==> config.mk <==
export PLATFORM = sky130hd
export DESIGN_NAME = haar_stage_evaluator
export DESIGN_NICKNAME = d
export VERILOG_FILES = /design/src/rtl/haar_stage_evaluator.sv
export SDC_FILE = /design/constraint.sdc
export NUM_CORES = 2
export LEC_CHECK = 0
export BUFFER_PORTS_ARGS = -buffer_cell sky130_fd_sc_hd__buf_2
export CORE_AREA = 3 3 409 411
export CTS_CLUSTER_DIAMETER = 100
export CTS_CLUSTER_SIZE = 12
export DETAILED_ROUTE_END_ITERATION = 7
export DIE_AREA = 0 0 412 414
export PLACE_DENSITY_LB_ADDON = 0.08
export SLEW_MARGIN = 25
export SYNTH_ARGS = -nofsm -noshare
export SYNTH_HDL_FRONTEND = slang
export SYNTH_SLANG_ARGS = --single-unit
export TNS_END_PERCENT = 30
==> constraint.sdc <==
create_clock -name clk_fpga -period 41.3 [get_ports clk_fpga]
set_clock_uncertainty 0.1 [all_clocks]
set_input_delay 2.065 -clock clk_fpga [delete_from_list [all_inputs] [get_ports clk_fpga]]
set_output_delay 2.065 -clock clk_fpga [all_outputs]
set_load 0.1 [all_outputs]
==> src/rtl/haar_stage_evaluator.sv <==
// Haar cascade stage evaluator.
// Consumes one stage's database words from a cascade ROM reader and evaluates every
// classifier against the current integral window. Each classifier votes left or right,
// and the summed votes are compared against the stage threshold to give pass or fail.
//
// Handshake: a word transfers on a rising clk_fpga edge where i_valid && o_ready.
// o_ready is high only while receiving classifier or trailer words. While o_ready is
// low, the source must hold the word. i_valid outside an evaluation is ignored.
module haar_stage_evaluator #(
    parameter int DATA_WIDTH_12            = 12,
    parameter int DATA_WIDTH_16            = 16,
    parameter int INTEGRAL_WIDTH           = 8,
    parameter int INTEGRAL_HEIGHT          = 8,
    parameter int NUM_CLASSIFIERS          = 9,
    parameter int NUM_PARAM_PER_CLASSIFIER = 18,
    parameter int NUM_STAGE_THRESHOLD      = 3
) (
    input  logic                                                     clk_fpga,
    input  logic                                                     reset_fpga,
    input  logic                                                     i_start,
    input  logic [INTEGRAL_WIDTH*INTEGRAL_HEIGHT*DATA_WIDTH_16-1:0]  i_integral_image,
    input  logic                                                     i_valid,
    input  logic [DATA_WIDTH_12-1:0]                                 i_data,
    input  logic                                                     i_end_single_classifier,
    input  logic                                                     i_end_all_classifier,
    output logic                                                     o_ready,
    output logic                                                     o_busy,
    output logic                                                     o_done,
    output logic                                                     o_pass,
    output logic [15:0]                                              o_stage_sum,
    output logic                                                     o_error,
    output logic [2:0]                                               o_dbg_state
);

    // Coordinates are sign-extended by one bit so that x+w and y+h cannot overflow.
    localparam int CW = DATA_WIDTH_12 + 1;
    localparam int KW = $clog2(NUM_PARAM_PER_CLASSIFIER);
    localparam int NW = $clog2(NUM_CLASSIFIERS + 1);
    localparam int TW = $clog2(NUM_STAGE_THRESHOLD + 1);

    localparam logic [KW-1:0] K_THR      = KW'(NUM_PARAM_PER_CLASSIFIER - 3);
    localparam logic [KW-1:0] K_LEFT     = KW'(NUM_PARAM_PER_CLASSIFIER - 2);
    localparam logic [KW-1:0] K_RIGHT    = KW'(NUM_PARAM_PER_CLASSIFIER - 1);
    localparam logic [NW-1:0] CLS_LAST   = NW'(NUM_CLASSIFIERS - 1);
    localparam logic [TW-1:0] TRAIL_LAST = TW'(NUM_STAGE_THRESHOLD - 1);

    typedef enum logic [2:0] {
        S_IDLE     = 3'd0,
        S_RECV     = 3'd1,
        S_CLASSIFY = 3'd2,
        S_TRAIL    = 3'd3,
        S_DONE     = 3'd4
    } state_t;

    state_t                     state;
    logic [KW-1:0]              word_cnt;
    logic [2:0]                 field_cnt;
    logic [NW-1:0]              cls_cnt;
    logic [TW-1:0]              trail_cnt;
    logic [DATA_WIDTH_12-1:0]   x_reg, y_reg, w_reg, h_reg;
    logic [DATA_WIDTH_12-1:0]   thr_reg, left_reg, right_reg, stage_thr_reg;
    logic signed [31:0]         feature_acc;
    logic [15:0]                stage_acc;

    logic signed [CW-1:0]       col_lo, col_hi, row_lo, row_hi;
    logic                       rect_ok;
    logic [DATA_WIDTH_16-1:0]   corner_a, corner_b, corner_c, corner_d;
    logic [DATA_WIDTH_16-1:0]   rect_sum;
    logic signed [31:0]         weight_ext, rect_term, thr_ext;
    logic [DATA_WIDTH_12-1:0]   vote, stage_thr_now;
    logic [15:0]                vote_ext, stage_thr_ext;
    logic                       pass_now;
    logic                       accept;
    logic                       flag_bad;

    assign o_dbg_state = state;
    assign accept      = i_valid && o_ready;

    // A coordinate is usable when it is non-negative and below the window limit.
    function automatic logic coord_ok(input logic signed [CW-1:0] v, input int limit);
        return !v[CW-1] && ($unsigned(v) < CW'(limit));
    endfunction

    // Integral element at (row, col); out-of-window positions read as zero.
    function automatic logic [DATA_WIDTH_16-1:0] elem(input logic signed [CW-1:0] r,
                                                       input logic signed [CW-1:0] c);
        int idx;
        idx = int'(r) * INTEGRAL_WIDTH + int'(c);
        if (idx < 0 || idx >= INTEGRAL_WIDTH * INTEGRAL_HEIGHT)
            return '0;
        return i_integral_image[idx*DATA_WIDTH_16 +: DATA_WIDTH_16];
    endfunction

    // Rectangle sum and weighted term for the weight word currently on i_data.
    always_comb begin
        col_lo     = $signed({x_reg[DATA_WIDTH_12-1], x_reg});
        col_hi     = col_lo + $signed({w_reg[DATA_WIDTH_12-1], w_reg});
        row_lo     = $signed({y_reg[DATA_WIDTH_12-1], y_reg});
        row_hi     = row_lo + $signed({h_reg[DATA_WIDTH_12-1], h_reg});
        rect_ok    = coord_ok(row_lo, INTEGRAL_HEIGHT) && coord_ok(row_hi, INTEGRAL_HEIGHT) &&
                     coord_ok(col_lo, INTEGRAL_WIDTH)  && coord_ok(col_hi, INTEGRAL_WIDTH);
        corner_a   = elem(row_lo, col_lo);
        corner_b   = elem(row_lo, col_hi);
        corner_c   = elem(row_hi, col_lo);
        corner_d   = elem(row_hi, col_hi);
        rect_sum   = corner_d - corner_b - corner_c + corner_a;
        weight_ext = $signed({{(32-DATA_WIDTH_12){i_data[DATA_WIDTH_12-1]}}, i_data});
        rect_term  = rect_ok ? weight_ext * $signed({{(32-DATA_WIDTH_16){1'b0}}, rect_sum}) : '0;
    end

    // Classifier vote and stage pass decision.
    always_comb begin
        thr_ext       = $signed({{(32-DATA_WIDTH_12){thr_reg[DATA_WIDTH_12-1]}}, thr_reg});
        vote          = (feature_acc < thr_ext) ? left_reg : right_reg;
        vote_ext      = {{(16-DATA_WIDTH_12){vote[DATA_WIDTH_12-1]}}, vote};
        // With a single trailer word the threshold is still on the bus when the decision is made.
        stage_thr_now = (trail_cnt == '0) ? i_data : stage_thr_reg;
        stage_thr_ext = {{(16-DATA_WIDTH_12){stage_thr_now[DATA_WIDTH_12-1]}}, stage_thr_now};
        pass_now      = $signed(stage_acc) >= $signed(stage_thr_ext);
    end

    // Reader flags must agree with our own word position.
    always_comb begin
        flag_bad = 1'b0;
        if (state == S_RECV)
            flag_bad = (i_end_single_classifier != (word_cnt == K_RIGHT)) || i_end_all_classifier;
        else if (state == S_TRAIL)
            flag_bad = (i_end_all_classifier != (trail_cnt == TRAIL_LAST));
    end

    // Evaluation FSM with registered handshake and result outputs.
    always_ff @(posedge clk_fpga or posedge reset_fpga) begin
        if (reset_fpga) begin
            state         <= S_IDLE;
            word_cnt      <= '0;
            field_cnt     <= '0;
            cls_cnt       <= '0;
            trail_cnt     <= '0;
            x_reg         <= '0;
            y_reg         <= '0;
            w_reg         <= '0;
            h_reg         <= '0;
            thr_reg       <= '0;
            left_reg      <= '0;
            right_reg     <= '0;
            stage_thr_reg <= '0;
            feature_acc   <= '0;
            stage_acc     <= '0;
            o_ready       <= 1'b0;
            o_busy        <= 1'b0;
            o_done        <= 1'b0;
            o_pass        <= 1'b0;
            o_stage_sum   <= '0;
            o_error       <= 1'b0;
        end else begin
            o_done <= 1'b0;
            case (state)
                S_IDLE: begin
                    if (i_start) begin
                        state       <= S_RECV;
                        o_ready     <= 1'b1;
                        o_busy      <= 1'b1;
                        o_error     <= 1'b0;
                        o_pass      <= 1'b0;
                        o_stage_sum <= '0;
                        feature_acc <= '0;
                        stage_acc   <= '0;
                        word_cnt    <= '0;
                        field_cnt   <= '0;
                        cls_cnt     <= '0;
                        trail_cnt   <= '0;
                    end
                end
                S_RECV: begin
                    if (accept) begin
                        if (flag_bad)
                            o_error <= 1'b1;
                        if (word_cnt < K_THR) begin
                            case (field_cnt)
                                3'd0:    x_reg <= i_data;
                                3'd1:    y_reg <= i_data;
                                3'd2:    w_reg <= i_data;
                                3'd3:    h_reg <= i_data;
                                default: begin
                                    feature_acc <= feature_acc + rect_term;
                                    if (!rect_ok)
                                        o_error <= 1'b1;
                                end
                            endcase
                            field_cnt <= (field_cnt == 3'd4) ? 3'd0 : field_cnt + 3'd1;
                        end else if (word_cnt == K_THR) begin
                            thr_reg <= i_data;
                        end else if (word_cnt == K_LEFT) begin
                            left_reg <= i_data;
                        end else begin
                            right_reg <= i_data;
                        end
                        if (word_cnt == K_RIGHT) begin
                            word_cnt <= '0;
                            state    <= S_CLASSIFY;
                            o_ready  <= 1'b0;
                        end else begin
                            word_cnt <= word_cnt + KW'(1);
                        end
                    end
                end
                S_CLASSIFY: begin
                    stage_acc   <= stage_acc + vote_ext;
                    feature_acc <= '0;
                    o_ready     <= 1'b1;
                    if (cls_cnt == CLS_LAST) begin
                        state <= S_TRAIL;
                    end else begin
                        cls_cnt <= cls_cnt + NW'(1);
                        state   <= S_RECV;
                    end
                end
                S_TRAIL: begin
                    if (accept) begin
                        if (flag_bad)
                            o_error <= 1'b1;
                        if (trail_cnt == '0)
                            stage_thr_reg <= i_data;
                        if (trail_cnt == TRAIL_LAST) begin
                            state       <= S_DONE;
                            o_ready     <= 1'b0;
                            o_done      <= 1'b1;
                            o_pass      <= pass_now;
                            o_stage_sum <= stage_acc;
                        end else begin
                            trail_cnt <= trail_cnt + TW'(1);
                        end
                    end
                end
                S_DONE: begin
                    state  <= S_IDLE;
                    o_busy <= 1'b0;
                end
                default: begin
                    state   <= S_IDLE;
                    o_ready <= 1'b0;
                    o_busy  <= 1'b0;
                end
            endcase
        end
    end

endmodule

# Word level (Yosys, flattened, before mapping)
# Index checks and enable logic that the tools add are counted.
# word_totals
out_inout_bits	24
in_bits	1042
reg_bits	182
elab_cells	202
# op_classes
magnitude_cmp	15
n_reduce_logical	46
multipliers	1
n_eq_ne	24
n_bitwise	5
mux	71
add_sub_neg	15
shifts	4
# op_table
operator	n
$shiftx 1024x20->16	2
$shiftx 1024x21->16	2
$mux 16	11
$mux 32	5
$pmux 32 s3	1
$pmux 16 s2	2
$lt 13x4->1 const B	4
$reduce_and 4->1	9
$ge 17x8->1 const B	2
$lt 17x1->1 const B	2
$add 16x16->16	2
$add 32x32->32	1
$ge 16x8->1 const B	2
$lt 16x1->1 const B	2
$lt 32x12->1	1
$sub 16x16->16	2
$mul 12x17->29	1
$mux 3	9
$add 12x12->13	2
$mux 12	2
$mux 1	23
$reduce_and 5->1	4
$add 16x12->17	1
$add 16x13->17	1
42 further kinds	88

# Longest topological paths before layout
# depth
depth_word	16
mapped_depth	67
mapped_depth_nobuf	65

# Worst setup path before layout
# No wires, ideal clock.
# synth_path
path_kind	register to register
from	register x_reg[1]
to	register feature_acc[30]
required_ns	41.079
path_stages_with_launch	64
path_slack_ns	27.272
t_arrival_ns	13.807
path_buffers	3
synth_period_minus_slack_ns	14.028
setup_ns	0.121
path_cell_list	dfrtp_1 -> buf_2 -> buf_2 -> inv_1 -> fa_1 -> nor2b_1 -> o31a_1 -> o31ai_1 -> a21oi_1 -> a21o_1 -> a21oi_1 -> xnor2_1 -> ha_1 -> a21oi_1 -> nor2_1 -> a21oi_1 -> o311ai_1 -> a2111o_1 -> (+28 left out) -> a21o_1 -> a211o_1 -> a221oi_1 -> o211a_1 -> nor2_1 -> and2_1 -> o21a_1 -> or2_2 -> xor2_1 -> and2_1 -> ha_1 -> a21o_1 -> a21oi_1 -> o31ai_1 -> nand3_1 -> nand2_1 -> xor2_1 -> a22o_1
# synth_via
elab_chain_len	16
word_cells_on_any_way	46
cone_classes	add/sub: 9; mul: 1; order compare: 10; shift: 4; mux: 13; reduce/logical: 9
# synth_lines
item	line_no	source
start: declaration	60	logic [DATA_WIDTH_12-1:0] x_reg, y_reg, w_reg, h_reg;
start signal: assignment	180	3'd0: x_reg <= i_data;
branches (longest 10 deep; another with $mul 12x17->29)	n/a	
$mux 32 (*)	108	rect_term = rect_ok ? weight_ext * $signed({{(32-DATA_WIDTH_16){1'b0}}, rect_sum}) : '0;
$add 32x32->32 (*)	185	feature_acc <= feature_acc + rect_term;
$mux 32 (*)	179	case (field_cnt)
$mux 32 (*)	178	if (word_cnt < K_THR) begin
$mux 32 (*)	175	if (accept) begin
$pmux 32 s3 (*)	157	case (state)
end signal: assignment	185	
end: declaration	62	logic signed [31:0] feature_acc;
# Every way passes the cells marked *. The select of a mux whose other input is x is not followed.
# A chain may end at the register's enable or synchronous reset.

# Worst setup path in the final report
# Same ends and word-level chain as after synthesis.

==> flow_summary.yaml <==
run_status:
  outcome: "complete, no violations"
logic_synthesis:
  synth_area_sq_mm: 0.0409
  synth_edf_count: 0
  synth.most_common_cell: "mux4_2"
  yosys-top-cells-count: "mux4_2, nand2_1, inv_1"
  synth_ff_type: "dfrtp_1"
  yosysUniqueCellTypes: 83
  synth_top_cell_by_area: "mux4_2"
  syn-num-nets: 5324
  ys_async_sr_fraction: 1.00
  yosysWarnings: 0
  yosysSeqAreaShare: 0.111
  yosysTopAreaCellShare: 0.347
  syn_area_per_cell_sq_um: 10.7
  synth-seq-cells: 182
  synth_area_leaders: "mux4_2, dfrtp_1, fa_1"
  syn_inst: 3821
detailed_routing:
  drt_first_pass_iters: 5
  antenna_left: 0
  routed_wl_mm: 231
  remaining_drc_errors: 0
  routedWlPerCell_um: 32.8
  viasPerCell: 5.53
  drt-initial-drc-count: 3173
  dr_total_vias: 38900
clock_tree:
  cts.sinks: 182
  cts_setup_buffers: 0
  htree_levels: 4
  clockRootBuffer: "clkbuf_16"
  cts_buffer_depth: 2
  ctsHoldBuffers: 0
  numCtsBuffers: 17
  clock_latency_ns: 0.50
  cts_tree: "built"
  post_cts_resized: 0
  path_clk_slew_ns: 0.07
finish:
  layout-drive-gt1-share: 0.424
  largest_register_ffs: 32
  multi_input_area_sq_mm: 0.0343
  largest_register: "feature_acc"
  area_growth_pct: 21.5
  top_regs: "feature_acc x32, o_stage_sum x16, stage_acc x16"
  nets: 6224
  seq_area_sq_mm: 0.00457
  n_fill_cell: 17400
critical_path:
  required_ns: 41.58
  endpoint_kind: "register"
  critPathMaxFanout: 47
  crit_arrival_ns: 17.02
  cpMostUsedCell: "fa_1"
  criticalPathCategory: "register to register"
  critPathSlowestCell: "dfrtp_4"
  startpoint_type: "register"
  cpPeakStageDelay_ns: 1.00
grt:
  antenna_found_initial: 126
  grt_max_degree: 71
  grt_pass1_vias: 39800
  grtUsageTotal: 0.265
  gr-total-overflow: 0
  grt_pass1_wl_mm: 321
die:
  core_sq_mm: 0.164
  initial_core_util: 0.248
  die_w_um: 412
  rows: 149
  die-area_sq_mm: 0.171
  die-height_um: 414
  io_pins: 1066
placed_design:
  hpwl_mm: 195
  place.gp.congestion: 0.971
  io_buffers: 1065
timing:
  rsz0062_at_grt: "no"
  period_needed_ns: 16.74
  finalHoldViolCount: 0
  final.setup.tns_ns: 0
  slew_headroom: 0.261
  worstMarginPinSlew_ns: 1.08
  max_freq_mhz: 59.7
  post-route-period-util: 0.405
  setup_violations: 0
  slew_violations: 0
job:
  cap_violations: 0
min_path:
  hold_path.class: "register to register"
## final timing paths
| check | from | end | slack [ns] | cells past startpoint |
|---|---|---|---|---|
| worst max-delay path | x_reg[1] | feature_acc[30] | 24.56 | 59 |
| max in group asynchronous | reset_fpga | stage_acc[15] | 37.67 | 4 |
| min in group asynchronous | reset_fpga | o_busy | 1.54 | 2 |
| worst min register to register | stage_thr_reg[11] | stage_thr_reg[11] | 0.38 | 2 |
| worst min-delay path | stage_thr_reg[11] | stage_thr_reg[11] | 0.38 | 2 |
| worst max register to register | x_reg[1] | feature_acc[30] | 24.56 | 59 |
## cell families after synthesis
group / Yosys count / synth area share
flops: 182 / 0.111
buf+inv: 567 / 0.0538
fa+ha+maj: 461 / 0.174
xor+xnor: 107 / 0.0235
simple gates: 950 / 0.108
compound gates: 586 / 0.0947
mux: 968 / 0.435
## layer usage
layer  track usage  vias to the layer above  share of wire
met3        0.0409                      297          0.060
met2         0.435                     1727           0.48
met1         0.342                    20300           0.41
met4         0.120                       16          0.052
met5             0                        -        0.00042
li1              -                    16500              -
## cell usage in the layout, fill, tap and decap left out, types with 8 or more instances in the layout
cell type	count
xnor2_1	49
a21o_1	49
nand4_1	22
and2_1	108
nor2_1	167
a211oi_1	35
o211a_1	8
and3_1	17
mux4_2	630
a21oi_1	110
o21bai_1	17
buf_4	88
nor3_1	56
nor4_1	17
clkbuf_16	17
o21a_1	23
a22oi_1	11
nand3_1	52
o31ai_1	14
a22o_1	9
mux2_2	145
ha_1	277
nor2b_1	24
buf_2	1065
nand2_1	413
fa_1	174
mux2i_1	192
or2_2	9
dfrtp_1	179
o211ai_1	32
or3_1	13
xor2_1	46
o22ai_1	15
a31oi_1	13
o21ai_0	171
diode_2	108
inv_1	291
nand2b_1	22
## cell type report
| class | count | area share |
|---|---|---|
| flip-flops and latches | 182 | 0.0920 |
| clock inverters | 10 | 0.00290 |
| diodes | 108 | 0.00545 |
| multi-input cells | 3072 | 0.691 |
| clock buffers | 21 | 0.00948 |
| repair buffers | 1155 | 0.121 |
| well taps | 2189 | 0.0552 |
| inverters | 293 | 0.0223 |
## critical path, delay by kind of cell (launching register included)
| kind | cells | cell delay (ns) |
|---|---|---|
| fa+ha+maj | 13 | 5.96 |
| xor+xnor | 4 | 1.31 |
| flops | 1 | 1.00 |
| compound gates | 25 | 5.93 |
| simple gates | 11 | 1.49 |
| buf+inv | 6 | 0.74 |
## through the flow
step	hold WS (ns)	instance area (sq um)	worst slack [ns]	util	instances
5_1_grt	0.412	49600	23.07	0.301	7001
6_report	0.381	49600	24.56	0.302	7030
2_1_floorplan	0.346	40900	27.27	-	3821
4_1_cts	0.387	49300	24.34	0.300	6922
3_5_place_dp	0.369	48700	24.40	0.296	6891
3_3_place_gp	0.361	48700	24.54	0.296	6891
Power is left out: the tool's default activity adds up to more than one toggle a clock period on the data nets, which glitch-free logic cannot reach.
